File: config.mk
export PLATFORM = sky130hd
export DESIGN_NAME = fifo_unpacker
export DESIGN_NICKNAME = d
export VERILOG_FILES = /design/src/rtl/fifo_unpacker.sv
export SDC_FILE = /design/constraint.sdc
export NUM_CORES = 1
export LEC_CHECK = 0
export ABC_AREA = 1
export BUFFER_PORTS_ARGS = -buffer_cell sky130_fd_sc_hd__buf_4
export CORE_MARGIN = 2
export CORE_UTILIZATION = 47
export CTS_BUF_LIST = sky130_fd_sc_hd__clkbuf_16
export DETAILED_ROUTE_END_ITERATION = 6
export PLACE_DENSITY_LB_ADDON = 0.3
export SLEW_MARGIN = 5
export SYNTH_ARGS = -nofsm -noshare
export SYNTH_HDL_FRONTEND = slang
export SYNTH_SLANG_ARGS = --single-unit
File: constraint.sdc
create_clock -name clk -period 1.55 [get_ports clk]
set_input_delay 0.31 -clock clk [delete_from_list [all_inputs] [get_ports clk]]
set_output_delay 0.31 -clock clk [all_outputs]
set_load 0.02 [all_outputs]
File: src/rtl/fifo_unpacker.sv
// Drains a show-ahead FIFO one word at a time and streams each word as CHUNK-bit beats.
// Optional: define UNPACK_MSB_FIRST_EN to emit the most-significant chunk first.
module fifo_unpacker #(
   parameter int BITSIZE = 44,
   parameter int CHUNK   = 11
) (
   input  logic               clk,
   input  logic               rstn,
   input  logic [BITSIZE-1:0] fifo_data,
   input  logic               fifo_emptyp,
   output logic               fifo_readp,
   output logic [CHUNK-1:0]   out_data,
   output logic               out_valid,
   input  logic               out_ready,
   output logic               out_last,
   output logic               busy,
   output logic [15:0]        word_count
);
   localparam int BEATS = BITSIZE / CHUNK;
   localparam int CW    = (BEATS > 1) ? $clog2(BEATS) : 1;
   localparam logic [CW-1:0] LAST_BEAT = CW'(BEATS - 1);

   typedef enum logic {IDLE, SEND} state_t;

   state_t             state, state_next;
   logic [BITSIZE-1:0] sreg, sreg_next, sreg_shifted;
   logic [CW-1:0]      beat_cnt, beat_next;
   logic [15:0]        count_next;
   logic [CHUNK-1:0]   head_chunk;
   logic               pop;

`ifdef UNPACK_MSB_FIRST_EN
   assign head_chunk   = sreg[BITSIZE-1 -: CHUNK];
   assign sreg_shifted = sreg << CHUNK;
`else
   assign head_chunk   = sreg[CHUNK-1:0];
   assign sreg_shifted = sreg >> CHUNK;
`endif

   always_comb begin
      state_next = state;
      sreg_next  = sreg;
      beat_next  = beat_cnt;
      count_next = word_count;
      pop        = 1'b0;
      case (state)
         IDLE: begin
            if (!fifo_emptyp) begin
               pop        = 1'b1;
               sreg_next  = fifo_data;
               beat_next  = '0;
               state_next = SEND;
            end
         end
         SEND: begin
            if (out_ready) begin
               if (beat_cnt != LAST_BEAT) begin
                  sreg_next = sreg_shifted;
                  beat_next = beat_cnt + CW'(1);
               end else begin
                  count_next = word_count + 16'd1;
                  // Reload straight from the FIFO head so consecutive words have no bubble.
                  if (!fifo_emptyp) begin
                     pop       = 1'b1;
                     sreg_next = fifo_data;
                     beat_next = '0;
                  end else begin
                     state_next = IDLE;
                  end
               end
            end
         end
         default: state_next = IDLE;
      endcase
   end

   always_ff @(posedge clk or negedge rstn) begin
      if (!rstn) begin
         state      <= IDLE;
         sreg       <= '0;
         beat_cnt   <= '0;
         word_count <= '0;
      end else begin
         state      <= state_next;
         sreg       <= sreg_next;
         beat_cnt   <= beat_next;
         word_count <= count_next;
      end
   end

   assign out_valid  = (state == SEND);
   assign busy       = out_valid;
   assign out_data   = out_valid ? head_chunk : '0;
   assign out_last   = out_valid && (beat_cnt == LAST_BEAT);
   assign fifo_readp = pop & rstn;

endmodule

==> qor.yml <==
global_routing:
  globalRouteMet2Util_pct: 37.5
  met1_usage_pct: 27.8
  grt_pass1_vias: 2787
  grt_pass1_wl_mm: 12.5
  globalRouteTotalUtil_pct: 22.6
  grt_util_met3_pct: 5.84
  busiest_layer: "met2"
  grt_max_degree: 64
  antenna_found_initial: 0
  overflow: 0
floorplan:
  row_count: 28
  coreArea_um2: 6030
  fp.dieArea_um2: 6980
  dieWidth_um: 83.5
  ios: 79
  die_h_um: 83.5
  start_util_pct: 49.3
drt:
  drc: 0
  dr.pass1.iters: 4
  drt-vias-per-instance: 5.31
  wirelength_mm: 8.51
  vias: 2849
  ant_nets: 0
  routedWlPerCell_um: 15.9
  drt-initial-drc-count: 214
setup_path:
  end_kind: "flip-flop"
  start_kind: "flip-flop"
  arrival_ns: 1.97
  path_class: "flip-flop to flip-flop"
  rrSetupSlack_ns: -0.17
  critPathMaxFanout: 8
  crit_required_ns: 1.80
sta:
  tns_ns: -4.37
  hold_viol: 0
  setup_slack_ns: -0.169
  finClkSkew_ns: 0.00512
  fin_hold_ws_ns: 0.149
  tightest_slew_ns: 0.764
  setup_violations: 52
  max_slew_margin_pct: 49.1
  rsz0062_at_grt: "yes"
  finalCriticalPeriod_ns: 1.72
  fin_crit_sh_pct: 111
  clock.fmax_mhz: 582
  slew_violations: 0
pwr:
  p_int_mw: 4.83
  swShare_pct: 35.8
  ir_drop_v: 0.00103
  p_clk_share_pct: 26.8
  p_comb_share_pct: 38.3
  seqPwrFrac_pct: 35.0
  powerDensity_nw_per_um2: 1720
  p_leak_nw: 2.14
  p_sw_mw: 2.69
  total_power_mw: 7.52
layout:
  layout_commonest_cell: "buf_4"
  diodes: 0
  multi_input_area_um2: 1260
  utilization_pct: 72.7
  finalNonFillerCells: 537
  n_fill_cell: 438
  drive_above_1_share_pct: 36.1
  regArea_um2: 1580
  mostFrequentLayoutCells: "92 x buf_4, 69 x nor2_1, 62 x dfrtp_1, 50 x nand2_1, 45 x inv_1"
  synthToLayoutAreaGrowth_pct: 47.4
  nets: 507
clocking:
  cts_sinks: 63
  htreeDepth: 3
  clk_path_buf_depth: 2
  clkTransAtPathRegs_ns: 0.06
  cts_hold_buf: 0
  numCtsBuffers: 9
  clock_latency_ns: 0.33
  cts_tree: "built"
  cts-root-buf: "clkbuf_16"
place:
  gp_congestion: 0.847
  port_buffers: 78
  detailed_place_hpwl_mm: 4.92
  dp_cells: 501
hold_path:
  hp-class: "primary input to async pin"
synth:
  ys_ff_latch: 63
  synthCells: 352
  yosysSeqAreaShare_pct: 53.0
  syn_avg_cell_area_um2: 8.45
  syn_area_um2: 2970
  synthDistinctLibCells: 24
  syn_nets: 402
  ys_warn_count: 0
outcome:
  status: "finished with violations"
  violations: "setup timing"
run:
  maxCapViolations: 0
==> final cells by class <==
type	count	area share, %
clock buffer	9	5.14
clock inverter	7	1.66
inverter	48	4.17
multi-input combinational	226	28.7
sequential	63	36.0
tap	75	2.14
timing repair buffer	109	22.2
==> cells by family (layout without fill, tap and decap cells) <==
| family | Yosys count | after routing | synth area share, % |
|---|---|---|---|
| AO/OA/AOI/OAI | 50 | 50 | 10.2 |
| XOR/XNOR | 7 | 7 | 2.06 |
| adder cells (fa/ha/maj) | 2 | 2 | 0.842 |
| buffers and inverters | 63 | 173 | 9.97 |
| flip-flops | 63 | 63 | 53.0 |
| multiplexers | 1 | 1 | 0.337 |
| AND/OR/NAND/NOR | 166 | 166 | 23.6 |
==> synth_stat cells, drive strengths merged <==
cell / number / share of area [%]
ha: 2 / 0.84
mux2i: 1 / 0.34
o22ai: 31 / 6.5
nand3b: 2 / 0.50
buf: 13 / 3.6
nand4: 6 / 1.3
o21ai: 17 / 2.9
clkbuf: 2 / 0.29
nor2: 82 / 11
o211ai: 1 / 0.25
inv: 48 / 6.1
dfrtp: 63 / 53
a21oi: 1 / 0.55
xnor2: 6 / 1.8
xor2: 1 / 0.29
nand2: 54 / 7.0
nand3: 22 / 3.7
==> metal layers <==
metal / share of wire, % / routed length [um]
met1: 38 / 3270
met2: 52 / 4410
met3: 6.9 / 589
met4: 2.8 / 240
met5: 0 / 0
==> per-stage QoR <==
stage	worst slack [ns]	instance area, um2
2_1_floorplan	-0.000772	2980
3_3_place_gp	0.0562	3640
3_5_place_dp	-0.00953	3640
4_1_cts	-0.152	4000
5_1_grt	-0.235	4380
6_report	-0.169	4380
==> path summary, 6_finish.rpt <==
kind	from	endpoint	cells after the start
setup / recovery	beat_cnt[1]$_DFFE_PN0P_	sreg[29]$_DFFE_PN0P_	9
hold / removal	rstn	sreg[10]$_DFFE_PN0P_	2
setup reg to reg	beat_cnt[1]$_DFFE_PN0P_	sreg[29]$_DFFE_PN0P_	9
hold reg to reg	word_count[3]$_DFFE_PN0P_	word_count[3]$_DFFE_PN0P_	1
max in group asynchronous	rstn	busy$_DFF_PN0_	2
min in group clk	fifo_data[14]	sreg[14]$_DFFE_PN0P_	3
==> state kept, by name, indices dropped and copies added (netlist names) <==
name	flops
sreg	44
beat_cnt	2
busy	1
word_count	16
==> timing repair <==
item	4_1_cts	5_1_grt
setup endpoints to repair	43	64
buffers inserted	6	9
gates resized for setup	5	68
gates cloned	0	5
pin swaps	3	11
==> power by group through the flow <==
stage	registers (mW)	clock network [mW]	logic, mW
floorplan	2.53	0	1.38
global placement	2.58	0	2.07
detailed placement	2.58	0	2.14
CTS	2.56	2.00	2.25
global route	2.67	2.12	3.14
finish	2.63	2.01	2.88
==> worst max-delay path: stages, from the launching register on <==
cell and delay, ns:
dfrtp_1 0.42, ha_4 0.19, buf_6 0.13, inv_4 0.05
nand2_4 0.06, a21oi_4 0.28, buf_12 0.17, clkbuf_16 0.15
o22ai_1 0.06, nor2_1 0.13
Power figures use the tool's default switching activity.
